## src/rtl/tree_node_pkg.sv

```systemverilog
// rtl/tree_node_pkg.sv - shared types and helpers for the round-robin tree node
// Purpose: node FSM state type and the id-width helper used by tree_node_rr_mux.
// Ports: none (package).
package tree_node_pkg;

  typedef enum logic {
    IDLE   = 1'b0,
    LOCKED = 1'b1
  } node_state_e;

  // Width of a child index; a two-child node still needs one bit.
  function automatic int id_width(input int n);
    return (n <= 2) ? 1 : $clog2(n);
  endfunction

endpackage

```

## src/rtl/rr_arbiter.sv

```systemverilog
// rtl/rr_arbiter.sv - combinational round-robin arbiter with rotating start pointer
// Purpose: grant the first requester at or after ptr, wrapping N-1 -> 0.
// Ports:
//   req         in  N   request vector
//   ptr         in  IW  search start index (0..N-1)
//   grant       out N   one-hot grant (zero when no request)
//   grant_idx   out IW  binary index of the granted requester
//   grant_valid out 1   any request granted
module rr_arbiter #(
  parameter int N  = 5,
  parameter int IW = 3
) (
  input  logic [N-1:0]  req,
  input  logic [IW-1:0] ptr,
  output logic [N-1:0]  grant,
  output logic [IW-1:0] grant_idx,
  output logic          grant_valid
);

  // One extra bit so ptr + offset (at most 2N-2) never overflows before the wrap.
  logic [IW:0] cand;

  always_comb begin
    grant       = '0;
    grant_idx   = '0;
    grant_valid = 1'b0;
    cand        = '0;
    for (int off = 0; off < N; off++) begin
      cand = {1'b0, ptr} + (IW+1)'(off);
      if (cand >= (IW+1)'(N)) begin
        cand = cand - (IW+1)'(N);
      end
      if (!grant_valid && req[cand[IW-1:0]]) begin
        grant_valid             = 1'b1;
        grant_idx               = cand[IW-1:0];
        grant[cand[IW-1:0]]     = 1'b1;
      end
    end
  end

endmodule

```

## src/rtl/tree_node_rr_mux.sv

```systemverilog
// rtl/tree_node_rr_mux.sv - round-robin fan-in node merging child streams into one registered stream
// Purpose: arbitrate NUM_CHILDREN child streams round-robin (optionally holding the grant for a
//   whole packet) into a single register slice that also carries the source child index.
// Ports:
//   clk, rst_n   clock, asynchronous active-low reset
//   child_valid  in  per-child beat valid
//   child_data   in  per-child payload, child i at [i*DATA_W +: DATA_W]
//   child_last   in  per-child end of packet (used only when PKT_MODE=1)
//   child_ready  out per-child accept, at most one bit high
//   out_valid, out_data, out_id, out_last  registered upstream beat
//   out_ready    in  upstream accept
module tree_node_rr_mux
  import tree_node_pkg::*;
#(
  parameter int NUM_CHILDREN = 5,
  parameter int DATA_W       = 32,
  parameter int PKT_MODE     = 0,
  parameter int ID_W         = id_width(NUM_CHILDREN)
) (
  input  logic                           clk,
  input  logic                           rst_n,
  input  logic [NUM_CHILDREN-1:0]        child_valid,
  input  logic [NUM_CHILDREN*DATA_W-1:0] child_data,
  input  logic [NUM_CHILDREN-1:0]        child_last,
  output logic [NUM_CHILDREN-1:0]        child_ready,
  output logic                           out_valid,
  output logic [DATA_W-1:0]              out_data,
  output logic [ID_W-1:0]                out_id,
  output logic                           out_last,
  input  logic                           out_ready
);

  node_state_e state_q, state_d;
  logic [ID_W-1:0]   ptr_q, ptr_d;
  logic [ID_W-1:0]   lock_id_q, lock_id_d;
  logic              out_valid_q, out_valid_d;
  logic [DATA_W-1:0] out_data_q, out_data_d;
  logic [ID_W-1:0]   out_id_q, out_id_d;
  logic              out_last_q, out_last_d;

  logic                    locked;
  logic [NUM_CHILDREN-1:0] lock_mask;
  logic [NUM_CHILDREN-1:0] arb_req;
  logic [ID_W-1:0]         arb_ptr;
  logic [NUM_CHILDREN-1:0] grant;
  logic [ID_W-1:0]         grant_idx;
  logic                    grant_valid;
  logic                    load_en;
  logic                    accept;
  logic [DATA_W-1:0]       sel_data;
  logic                    sel_last;
  logic [ID_W-1:0]         next_ptr;

  // While locked, only the locked child may be granted; if it is not valid the node bubbles.
  assign locked    = (PKT_MODE != 0) && (state_q == LOCKED);
  assign lock_mask = NUM_CHILDREN'(1) << lock_id_q;
  assign arb_req   = locked ? (child_valid & lock_mask) : child_valid;
  assign arb_ptr   = locked ? lock_id_q : ptr_q;

  rr_arbiter #(
    .N  (NUM_CHILDREN),
    .IW (ID_W)
  ) u_arb (
    .req         (arb_req),
    .ptr         (arb_ptr),
    .grant       (grant),
    .grant_idx   (grant_idx),
    .grant_valid (grant_valid)
  );

  assign load_en     = !out_valid_q || out_ready;
  assign accept      = load_en && grant_valid;
  // Reset also masks ready so no child sees an accept while the node is held in reset.
  assign child_ready = (load_en && rst_n) ? grant : '0;

  always_comb begin
    sel_data = '0;
    for (int i = 0; i < NUM_CHILDREN; i++) begin
      if (grant[i]) begin
        sel_data = child_data[i*DATA_W +: DATA_W];
      end
    end
  end

  // Without packet mode every beat is a complete packet.
  assign sel_last = (PKT_MODE != 0) ? |(grant & child_last) : 1'b1;
  assign next_ptr = (grant_idx == ID_W'(NUM_CHILDREN - 1)) ? '0 : grant_idx + 1'b1;

  always_comb begin
    state_d     = state_q;
    ptr_d       = ptr_q;
    lock_id_d   = lock_id_q;
    out_valid_d = out_valid_q;
    out_data_d  = out_data_q;
    out_id_d    = out_id_q;
    out_last_d  = out_last_q;

    if (load_en) begin
      out_valid_d = grant_valid;
      if (grant_valid) begin
        out_data_d = sel_data;
        out_id_d   = grant_idx;
        out_last_d = sel_last;
      end
    end

    if (accept) begin
      if (PKT_MODE == 0) begin
        ptr_d = next_ptr;
      end else begin
        // The pointer only moves when a packet completes, so a locked packet
        // does not cost the next child its turn.
        case (state_q)
          IDLE: begin
            if (sel_last) begin
              ptr_d = next_ptr;
            end else begin
              state_d   = LOCKED;
              lock_id_d = grant_idx;
            end
          end
          LOCKED: begin
            if (sel_last) begin
              state_d = IDLE;
              ptr_d   = next_ptr;
            end
          end
          default: state_d = IDLE;
        endcase
      end
    end
  end

  always_ff @(posedge clk or negedge rst_n) begin
    if (!rst_n) begin
      state_q     <= IDLE;
      ptr_q       <= '0;
      lock_id_q   <= '0;
      out_valid_q <= 1'b0;
      out_data_q  <= '0;
      out_id_q    <= '0;
      out_last_q  <= 1'b0;
    end else begin
      state_q     <= state_d;
      ptr_q       <= ptr_d;
      lock_id_q   <= lock_id_d;
      out_valid_q <= out_valid_d;
      out_data_q  <= out_data_d;
      out_id_q    <= out_id_d;
      out_last_q  <= out_last_d;
    end
  end

  assign out_valid = out_valid_q;
  assign out_data  = out_data_q;
  assign out_id    = out_id_q;
  assign out_last  = out_last_q;

endmodule

```

## config.mk

```make
export PLATFORM = sky130hd
export DESIGN_NAME = tree_node_rr_mux
export DESIGN_NICKNAME = d
export VERILOG_FILES = /design/src/rtl/tree_node_pkg.sv /design/src/rtl/rr_arbiter.sv /design/src/rtl/tree_node_rr_mux.sv
export SDC_FILE = /design/constraint.sdc
export NUM_CORES = 1
export LEC_CHECK = 0
export BUFFER_PORTS_ARGS = -buffer_cell sky130_fd_sc_hd__buf_2
export CORE_MARGIN = 2
export CORE_UTILIZATION = 50
export CTS_BUF_LIST = sky130_fd_sc_hd__clkbuf_4 sky130_fd_sc_hd__clkbuf_8
export DETAILED_ROUTE_END_ITERATION = 10
export MAX_ROUTING_LAYER = met4
export PLACE_DENSITY_LB_ADDON = 0.2
export SLEW_MARGIN = 20
export SYNTH_ARGS = -nofsm -noshare
export SYNTH_HDL_FRONTEND = slang
export SYNTH_SLANG_ARGS = --single-unit
export TNS_END_PERCENT = 50
```

## constraint.sdc

```tcl
create_clock -name clk -period 10.92 [get_ports clk]
set_input_delay 0 -clock clk [delete_from_list [all_inputs] [get_ports clk]]
set_output_delay 0 -clock clk [all_outputs]
set_load 0.02 [all_outputs]
```

==> metrics.md, run 1 <==
| Metric | Value |
|---|---|
| Status | completed |
| Worst rel slew slack | 0.333 |
| Global-route usage over all layers | 0.347 |
| Starting Density | 0.506 |
| Worst skew pair latency | ~0.31 ns |
| # rows | 34 |
| Area fraction in compound gates after synthesis | 0.409 |
| Synthesis-to-layout area growth | 34.3% |
| WS Path Type | reg2out |
| Inserted Clock Buffers | 5 |
| Critical Path RT | roughly 11 ns |
| Critical path capture point type | output port |
| Count of maximum capacitance violations | 0 |
| Cell taking the most area after synthesis | dfrtp_1 |
| Clock skew | between 0.015 and 0.02 ns |
| Die width | about 100 um |
| Syn Area/Cell | ~7.8 um2 |
| Final Util | 0.680 |
| Wirelength per Cell | roughly 19 um |
| Post-synthesis sequential area ratio | 0.230 |
| Maximum root-to-sink buffer count | 2 |
| FFs w/ async S/R, synth | 1.00 |
| Synth Area in Simple Gates | 0.180 |
| Clock-pin slew on the worst setup and hold paths | about 0.08 ns |
| Adder-cell share of the synthesized area | 0.0362 |
| Reg2reg path depth | 13 |
| N_diodes | 0 |
| Root Driver | clkbuf_8 |
| Worst Path Arrival | roughly 5.1 ns |
| Critical Path Source Type | flip-flop |
| Largest net degree at the start of global routing | 42 |
| # Post-CTS Setup Buffers | 0 |
| Crit-path max FO | 22 |
| Initial antenna violation count | 0 |
| Peak Freq | 196 MHz |
| Via-to-Cell Ratio | about 6.3 |
| Final Critical Period | 5.10 ns |
| Ratio of cells with drive above 1 in the final layout | 0.329 |
| Yosys warning count | 0 |
| Worst Hold Path EP | out_data[29]$_DFFE_PN0P_ |
| Crit share post-route | 0.467 |
| Sink Count | 40 |
| Top_reg_cell synth | dfrtp_1 |
| Synth top area cells | dfrtp_1, o221ai_1, o311ai_0 |
| Worst-Margin Slew | roughly 1 ns |
| First-pass GRT wire length | around 26000 um |
| Distinct cell type count after synthesis | 71 |
| DR iter-0 viols | approximately 300 |
| Final Hold Viols | 0 |
| Dpl cells | 830 |
| Post-synth top area share | 0.230 |
| Die area | approximately 9500 um2 |
| Drt drc | 0 |
| Nets@finish | around 950 |
| HP Start | child_data[125] |
| Routed Antenna Nets | 0 |
| Post-Layout Cell Count | between 800 and 900 |
| Htree depth | 2 |
| Post-synthesis xor/xnor area fraction | 0.0118 |
| Final critical-path setup slack | between 5 and 6 ns |
| Routability Congestion | just over 0.9 |
| EDFF count, synth | 0 |
| Via count | approximately 5.5k |
| RR Endpoint | out_data[1]$_DFFE_PN0P_ |
| Gr ovfl total | 0 |
| IO Count | roughly 220 |
| CTS tree | built |
| Setup violators final | 0 |
| 1st-pass router iterations | 5 |
| Reg2reg setup slack | 5.83 ns |
| Vias in the first global route | ~5.5k |
| Hold Crit Depth | 3 |
| Synth Register Bits | 40 |
| Routed WL | ~16000 um |
| Core region area | ~8600 um2 |
| Dpl ws | 5.44 ns |
| DP HPWL | approximately 12000 um |
| # port buffers | 209 |
| Mux share of post-synthesis cell area | 0.0368 |
| Syn nets | between 700 and 800 |
| Largest family of logic cells by synthesized area | compound AO/OA/AOI/OAI gates |
| Hold crit path type | in2reg |
| Reg2reg start | arb_ptr[0]$_DFFE_PN0P_ |
| Die height | a little under 100 um |
| Total negative slack | 0 ns |
| Slew Limit Fails | 0 |
| Mapped Cells | 560 |
| Post-synthesis cell area | between 4000 and 5000 um2 |
| Unrepaired setup endpoints after global routing | no |
## cells in the mapped netlist (all sizes together), types with 10 or more instances
library cell,n
ha,11
a21oi,15
o22ai,34
dfrtp,40
nor2,23
mux2i,10
inv,46
a21boi,32
or3,34
o221ai,33
nand2,53
o21ai,11
o311ai,34
a31oi,36
clkbuf,29
buf,26
## worst max path at each step
stage	from	end	cells after the start
2_1_floorplan	arb_ptr[0]$_DFFE_PN0P_	arb_ptr[2]$_DFFE_PN0P_	14
3_3_place_gp	arb_ptr[0]$_DFFE_PN0P_	out_data[15]$_DFFE_PN0P_	13
3_5_place_dp	arb_ptr[0]$_DFFE_PN0P_	out_data[1]$_DFFE_PN0P_	13
4_1_cts	arb_ptr[0]$_DFFE_PN0P_	child_ready[2]	13
5_1_grt	arb_ptr[0]$_DFFE_PN0P_	child_ready[2]	13
6_report	arb_ptr[0]$_DFFE_PN0P_	child_ready[2]	13
## critical path, cell delays in order (launching register included)
cell,delay [ns]
dfrtp_1,0.85
inv_2,0.26
ha_1,0.35
ha_1,0.51
or2_2,0.38
o32a_1,0.20
a21oi_1,0.18
nand2_1,0.18
and2_1,0.25
o31ai_4,0.54
and2_1,0.52
buf_4,0.35
nor2_1,0.06
buf_2,0.16
## metal layers
metal / track usage / part of all wire / wire [um]
met5: - / 0 / 0
met4: 0.139 / 0.036 / 588
met3: 0.0403 / 0.071 / 1170
met2: 0.579 / 0.49 / 8060
met1: 0.430 / 0.40 / 6650
## timing repair
action | in CTS | in global routing
hold endpoints to repair | 72 | 0
gates resized for setup | 0 | 0
hold buffers | 33 | 0
## through the flow
stage	hold WS, ns	instance area, um2
2_1_floorplan	-0.296	4350
3_3_place_gp	0.194	5390
3_5_place_dp	0.205	5390
4_1_cts	0.00356	5810
5_1_grt	0.00740	5840
6_report	0.0117	5840
## logic make-up (layout without fill, tap and decap cells)
logic type / Yosys count / after routing
adder cells (fa/ha/maj): 12 / 12
multiplexers: 14 / 14
buffers and inverters: 101 / 305
XOR/XNOR: 5 / 5
flip-flops: 40 / 40
AND/OR/NAND/NOR: 156 / 156
AO/OA/AOI/OAI: 232 / 232
## layout by cell type (no fill, tap or decap), types with 28 or more instances in the layout
master	instances
dfrtp_1	40
dlygate4sd3_1	33
o311ai_0	28
a21boi_0	32
buf_2	209
o22ai_1	32
nand2_1	53
o221ai_1	32
inv_1	45
a31oi_1	35
or3_1	34
## cell type report
cell class	count	area, um2
inverter	46	173
multi-input combinational	419	2990
timing repair buffer	251	1450
clock buffer	6	76.3
clock inverter	2	16.3
fill	752	2750
tap	108	135
sequential	40	1000
## state kept, by name, summed over array words and instances (netlist names)
register,flops
out_valid,1
out_last,1
out_data,32
arb_ptr,3
out_id,3
Power of run 1 is not shown: default switching activity piles up to over one toggle a cycle in this logic, so the estimate is an artifact.
==> run 2: changes to the inputs <==
CORE_UTILIZATION = 44   (was 50)
clock period = 4.35 ns   (was 10.92 ns; I/O delays follow)
==> run 2 against run 1 <==
Compared with the run above:
- utilization decreased by 4.6 points
- worst setup slack got worse by 5.5 ns
- critical path depth increased by 2
- via count increased by 1.4%
- non-clock buffer count increased by 26
- clock skew decreased by 0.0087 ns
- first-iteration DRC count decreased by 2.3%
- global-route usage decreased by 3.9 points
- routed wire length increased by 0.46%
- highest routed layer unchanged
- sequential share of layout area decreased by 0.79 points
- sequential cell count unchanged
==> metrics.md, run 2 (synthesis results as in run 1) <==
| Metric | Value |
|---|---|
| Unrepaired setup endpoints after global routing | no (unchanged) |
| Worst rel slew slack | 0.376 (was 0.333) |
| Most frequent cells in the layout | buf_2, nand2_1, inv_1 (unchanged) |
| Cell Chain, Critical Path | inv_1 > ha_1 > ha_1 > or2_2 > o32a_1 > a21oi_1 > nand2_1 > a211oi_4 > buf_4 > o211a_1 > a211oi_1 > buf_4 > ha_1 > or3_1 > a31oi_1 (was inv_2 > ha_1 > ha_1 > or2_2 > o32a_1 > a21oi_1 > nand2_1 > and2_1 > o31ai_4 > and2_1 > buf_4 > nor2_1 > buf_2) |
| Inserted Clock Buffers | 5 (unchanged) |
| Slew Limit Fails | 0 (unchanged) |
| Synthesis-to-layout area growth | 41.0% (was 34.3%) |
| Hold crit path type | in2reg (unchanged) |
| HP Start | child_data[82] (was child_data[125]) |
| DP HPWL | 12300 um (was 11500 um) |
| Gr ovfl total | 0 (unchanged) |
| Total negative slack | 0 ns (unchanged) |
| Die area | 10700 um2 (was 9460 um2) |
| Largest net degree at the start of global routing | 42 (unchanged) |
| Core region area | 9680 um2 (was 8590 um2) |
| Htree depth | 2 (unchanged) |
| Reg2reg start | arb_ptr[1]$_DFFE_PN0P_ (was arb_ptr[0]$_DFFE_PN0P_) |
| Routed WL | 16500 um (about the same) |
| Count of maximum capacitance violations | 0 (unchanged) |
| Via count | 5557 (was 5478) |
| Status | completed (unchanged) |
| Setup violators final | 0 (unchanged) |
| WS Path Type | reg2reg (was reg2out) |
| Max reg flops | 32 (unchanged) |
| Clock-pin slew on the worst setup and hold paths | 0.08 ns (about the same) |
| Nets@finish | 974 (was 948) |
| Clock skew | 0.00642 ns (was 0.0151 ns) |
| Final Hold Viols | 0 (unchanged) |
| DR iter-0 viols | 295 (was 302) |
| # rows | 36 (was 34) |
| Crit share post-route | 0.921 |
| Crit path launch | arb_ptr[1]$_DFFE_PN0P_ (was arb_ptr[0]$_DFFE_PN0P_) |
| CP top delay family | compound AO/OA/AOI/OAI gates (was simple AND/OR/NAND/NOR gates) |
| Vias in the first global route | 5235 (was 5457) |
| # port buffers | 209 (unchanged) |
| Wirelength per Cell | 17.9 um (was 18.9 um) |
| Initial antenna violation count | 0 (unchanged) |
| Crit-path max FO | 8 (was 22) |
| Critical Path Source Type | flip-flop (unchanged) |
| Routed Antenna Nets | 0 (unchanged) |
| Dpl ws | 0.149 ns (was 5.44 ns) |
| Final critical-path setup slack | 0.342 ns (was 5.82 ns) |
| # Post-CTS Setup Buffers | 0 (unchanged) |
| Drt drc | 0 (unchanged) |
| Die width | 103 um (was 97.3 um) |
| Via-to-Cell Ratio | 6.01 (was 6.28) |
| Worst-Margin Slew | 0.936 ns (was 1.00 ns) |
| CP dominant cell by count | ha_1 |
| Ratio of cells with drive above 1 in the final layout | 0.353 (was 0.329) |
| Sink Count | 40 (unchanged) |
| Global-route usage over all layers | 0.308 (was 0.347) |
| IO Count | 215 (unchanged) |
| Final Critical Period | between 4 and 5 ns |
| Maximum root-to-sink buffer count | 2 (unchanged) |
| CP Buf/Inv Count | 3 (unchanged) |
| Peak Freq | ~250 MHz |
| Worst skew pair latency | 0.30 ns (was 0.31 ns) |
| Worst Path Arrival | 4.23 ns (was 5.10 ns) |
| First-pass GRT wire length | 25300 um (was 26400 um) |
| Critical path's slowest cell | dfrtp_2 (was dfrtp_1) |
| Starting Density | 0.449 (was 0.506) |
| Commonest non-fill, non-tap cell in the layout | buf_2 (unchanged) |
| Critical path capture point type | flip-flop (was output port) |
| Critical Path RT | 4.57 ns (was 10.92 ns) |
| CTS tree | built (unchanged) |
| Die height | 103 um (was 97.3 um) |
| 1st-pass router iterations | 5 (unchanged) |
| Root Driver | clkbuf_8 (unchanged) |
| CP max stage delay | 0.47 ns (was 0.85 ns) |
| Routability Congestion | 0.911 (was 0.932) |
==> run 2: metrics by stage <==
| step | cell area [um2] | util | instances | hold slack [ns] |
|---|---|---|---|---|
| 2_1_floorplan | 4350 | - | 560 | -0.296 |
| 3_3_place_gp | 5660 | 0.584 | 881 | 0.182 |
| 3_5_place_dp | 5660 | 0.584 | 881 | 0.199 |
| 4_1_cts | 6110 | 0.631 | 923 | 0.0795 |
| 5_1_grt | 6130 | 0.633 | 923 | 0.0888 |
| 6_report | 6130 | 0.633 | 925 | 0.0786 |
==> run 2: worst register-to-register path, stage by stage, from the launching register on <==
cell and delay (ns):
dfrtp_2 0.47, inv_1 0.27, ha_1 0.31, ha_1 0.30, or2_2 0.31, o32a_1 0.22
a21oi_1 0.19, nand2_1 0.18, a211oi_4 0.32, buf_4 0.19, o211a_1 0.19, a211oi_1 0.07
buf_4 0.15, ha_1 0.21, or3_1 0.37, a31oi_1 0.18
==> run 2: worst paths after layout <==
kind	slack, ns	depth (start not counted)	end
max in group asynchronous	3.31	2	arb_ptr[1]$_DFFE_PN0P_
min reg2reg	0.48	1	out_last$_DFFE_PN0P_
min	0.08	3	out_data[18]$_DFFE_PN0P_
max reg2reg	0.34	15	arb_ptr[2]$_DFFE_PN0P_
min in group asynchronous	0.40	2	out_data[17]$_DFFE_PN0P_
max	0.34	15	arb_ptr[2]$_DFFE_PN0P_
==> run 2: routing by layer <==
layer  track usage  share of wire  routed length [um]
met5             -              0                   0
met4         0.112          0.027                 454
met3        0.0349          0.069                1140
met2         0.503           0.50                8310
met1         0.393           0.40                6640
==> run 2: cell type report <==
class | count | area [um2]
Sequential cell | 40 | 1000
Inverter | 46 | 173
Tap cell | 133 | 166
Fill cell | 896 | 3550
Clock inverter | 3 | 42.5
Antenna cell | 2 | 5.00
Multi-Input combinational cell | 419 | 3000
Timing Repair Buffer | 277 | 1680
Clock buffer | 5 | 68.8
==> run 2: repair_timing <==
action | CTS | global route
endpoints found under the setup margin | 0 | 5
gates resized for setup | 0 | 3
hold buffers | 34 | 0
hold endpoints to repair | 73 | 0
Power of run 2 is left out for the same reason.
==> run 3: changes to the inputs <==
--- a/config.mk
+++ b/config.mk
@@ -10,3 +10,3 @@
 export CORE_UTILIZATION = 44
-export CTS_BUF_LIST = sky130_fd_sc_hd__clkbuf_4 sky130_fd_sc_hd__clkbuf_8
+export CTS_BUF_LIST = sky130_fd_sc_hd__clkbuf_4
 export DETAILED_ROUTE_END_ITERATION = 10
==> constraint.sdc (replaced) <==
create_clock -name clk -period 4.35 [get_ports clk]
set_input_delay 0.87 -clock clk [delete_from_list [all_inputs] [get_ports clk]]
set_output_delay 0.87 -clock clk [all_outputs]
set_load 0.02 [all_outputs]
==> run 3 against run 2 <==
Compared with the run above:
- register-to-register slack improved by 0.15 ns
- routed wire length increased by 4.6%
- clock-buffer cell count unchanged
- clock skew increased by 0.0086 ns
- design area decreased by 2.6%
==> metrics.md, run 3 (synthesis results as in run 1) <==
| Metric | Value |
|---|---|
| WS Path Type | reg2out (was reg2reg) |
| Via-to-Cell Ratio | 6.05 (was 6.01) |
| N_diodes | 0 (was 2) |
| Hold Crit Depth | 1 (was 3) |
| Critical Path RT | 3.48 ns (was 4.57 ns) |
| Dpl cells | 871 (was 881) |
| Global-route usage over all layers | 0.318 (was 0.308) |
| DP HPWL | 12200 um (was 12300 um) |
| DR iter-0 viols | 393 (was 295) |
| Root Driver | clkbuf_4 (was clkbuf_8) |
| Final Critical Period | 4.24 ns (was 4.01 ns) |
| Peak Freq | 236 MHz (was 250 MHz) |
| Filler Cells Inserted | 937 (was 896) |
| Largest net degree at the start of global routing | 41 (was 42) |
| Final Hold Viols | 0 (unchanged) |
| Drt drc | 0 (unchanged) |
| Ratio of cells with drive above 1 in the final layout | 0.416 (was 0.353) |
| Vias in the first global route | 5019 (was 5235) |
| Crit-path max FO | 5 (was 8) |
| Count of maximum capacitance violations | 0 (unchanged) |
| Sink Count | 40 (unchanged) |
| # rows | 36 (unchanged) |
| Status | completed (unchanged) |
| Critical Path Source Type | flip-flop (unchanged) |
| 1st-pass router iterations | 5 (unchanged) |
| Die width | 103 um (unchanged) |
| Setup violators final | 0 (unchanged) |
| HP Start | out_last$_DFFE_PN0P_ (was child_data[82]) |
| Die area | 10700 um2 (unchanged) |
| Routed WL | 17300 um (was 16500 um) |
| Reg2reg start | arb_ptr[0]$_DFFE_PN0P_ (was arb_ptr[1]$_DFFE_PN0P_) |
| Clock skew | 0.0150 ns (was 0.00642 ns) |
| IO Count | 215 (unchanged) |
| Worst skew pair latency | 0.39 ns (was 0.30 ns) |
| Via count | 5405 (was 5557) |
| Initial antenna violation count | 0 (unchanged) |
| Reg2reg setup slack | 0.49 ns (was 0.34 ns) |
| Clock-pin slew on the worst setup and hold paths | 0.13 ns (was 0.08 ns) |
| Wirelength per Cell | 19.4 um (was 17.9 um) |
| Routed Antenna Nets | 0 (unchanged) |
| Routability Congestion | 0.948 (was 0.911) |
| Core region area | 9680 um2 (unchanged) |
| Critical path capture point type | output port (was flip-flop) |
| Die height | 103 um (unchanged) |
| Worst Path Arrival | 3.37 ns (was 4.23 ns) |
| Unrepaired setup endpoints after global routing | yes (was no) |
| Nets@finish | 944 (was 974) |
| Gr ovfl total | 0 (unchanged) |
| Worst-Margin Slew | 1.01 ns (was 0.936 ns) |
| # port buffers | 209 (unchanged) |
| Most frequent cells in the layout | buf_2, nand2_1, inv_1 (unchanged) |
| # hold bufs at CTS | 0 (was 34) |
| Hold crit path type | reg2reg (was in2reg) |
| First-pass GRT wire length | 25500 um (was 25300 um) |
| Worst Hold Path EP | out_last$_DFFE_PN0P_ (was out_data[18]$_DFFE_PN0P_) |
| Htree depth | 2 (unchanged) |
| Synthesis-to-layout area growth | 37.4% (was 41.0%) |
| Worst rel slew slack | 0.329 (was 0.376) |
| CTS tree | built (unchanged) |
| Commonest non-fill, non-tap cell in the layout | buf_2 (unchanged) |
| Max reg flops | 32 (unchanged) |
| RR Endpoint | out_data[15]$_DFFE_PN0P_ (was arb_ptr[2]$_DFFE_PN0P_) |
| Maximum root-to-sink buffer count | 2 (unchanged) |
| Reg2reg path depth | 13 (was 15) |
| Area of the multi-input gates | 3200 um2 (was 3000 um2) |
| Slew Limit Fails | 0 (unchanged) |
| Crit share post-route | 0.975 (was 0.921) |
| Starting Density | 0.449 (unchanged) |
| Post-Layout Cell Count | 893 (was 925) |
| Inserted Clock Buffers | 5 (unchanged) |
| FF/Latch Area | 1000 um2 (about the same) |
run 3: changes by cell type in the layout (fill, tap and decap cells not counted), moves of 4 or more:
| cell | before | now |
|---|---|---|
| dlygate4sd3_1 | 34 | 0 |
| buf_4 | 31 | 39 |
| clkbuf_4 | 0 | 5 |
| clkbuf_8 | 5 | 0 |
| ha_1 | 11 | 7 |
| mux2i_1 | 9 | 5 |
| mux2i_4 | 0 | 4 |
run 3: per-stage QoR:
| stage | utilization | hold slack (ns) | setup TNS, ns | setup slack (ns) | cell area, um2 |
|---|---|---|---|---|---|
| final | 0.617 | 0.481 | 0 | 0.110 | 5970 |
| after global routing | 0.617 | 0.515 | -0.0340 | -0.0151 | 5970 |
| after CTS | 0.596 | 0.487 | 0 | 0.00388 | 5770 |
| after detailed placement | 0.574 | 0.453 | 0 | 0.0631 | 5560 |
| after global placement | 0.574 | 0.447 | 0 | 0.113 | 5560 |
| after floorplan | - | 0.574 | 0 | 0.00526 | 4370 |
run 3: final cells by class:
class | instances | share of cell area
repair buffers | 247 | 0.225
inverters | 46 | 0.0293
well taps | 133 | 0.0279
multi-input cells | 419 | 0.535
flip-flops and latches | 40 | 0.168
clock buffers | 5 | 0.00628
clock inverters | 3 | 0.00775
run 3: what timing repair did:
| item | in CTS | in global routing |
|---|---|---|
| pin swaps | 3 | 3 |
| setup buffers | 9 | 5 |
| resized for setup | 18 | 33 |
| setup endpoints to repair | 5 | 5 |
run 3: worst max-delay path: stages, from the launching register on:
cell and delay (ns):
dfrtp_1 0.45, inv_4 0.10, ha_1 0.14, inv_1 0.05, fa_2 0.38, a21o_1 0.23, mux2i_4 0.20, mux2_4 0.34
a221oi_4 0.40, nand3_2 0.13, o221a_2 0.33, nor2_4 0.10, buf_4 0.15
run 3: routing by layer:
| layer | GRT usage | up-vias | wire length [um] |
|---|---|---|---|
| li1 | - | 2562 | - |
| met1 | 0.414 | 2534 | 6970 |
| met2 | 0.509 | 268 | 8440 |
| met3 | 0.0430 | 41 | 1320 |
| met4 | 0.110 | 0 | 580 |
| met5 | - | - | 0 |
run 3: worst max path at each step:
| stage | startpoint | endpoint | slack (ns) |
|---|---|---|---|
| 5_1_grt | arb_ptr[0]$_DFFE_PN0P_ | child_ready[4] | -0.02 |
| 2_1_floorplan | arb_ptr[0]$_DFFE_PN0P_ | child_ready[2] | 0.005 |
| 4_1_cts | arb_ptr[1]$_DFFE_PN0P_ | child_ready[3] | 0.004 |
| 6_report | arb_ptr[0]$_DFFE_PN0P_ | child_ready[3] | 0.11 |
| 3_3_place_gp | arb_ptr[0]$_DFFE_PN0P_ | child_ready[3] | 0.11 |
| 3_5_place_dp | arb_ptr[0]$_DFFE_PN0P_ | child_ready[3] | 0.06 |
Power of run 3 is left out for the same reason.
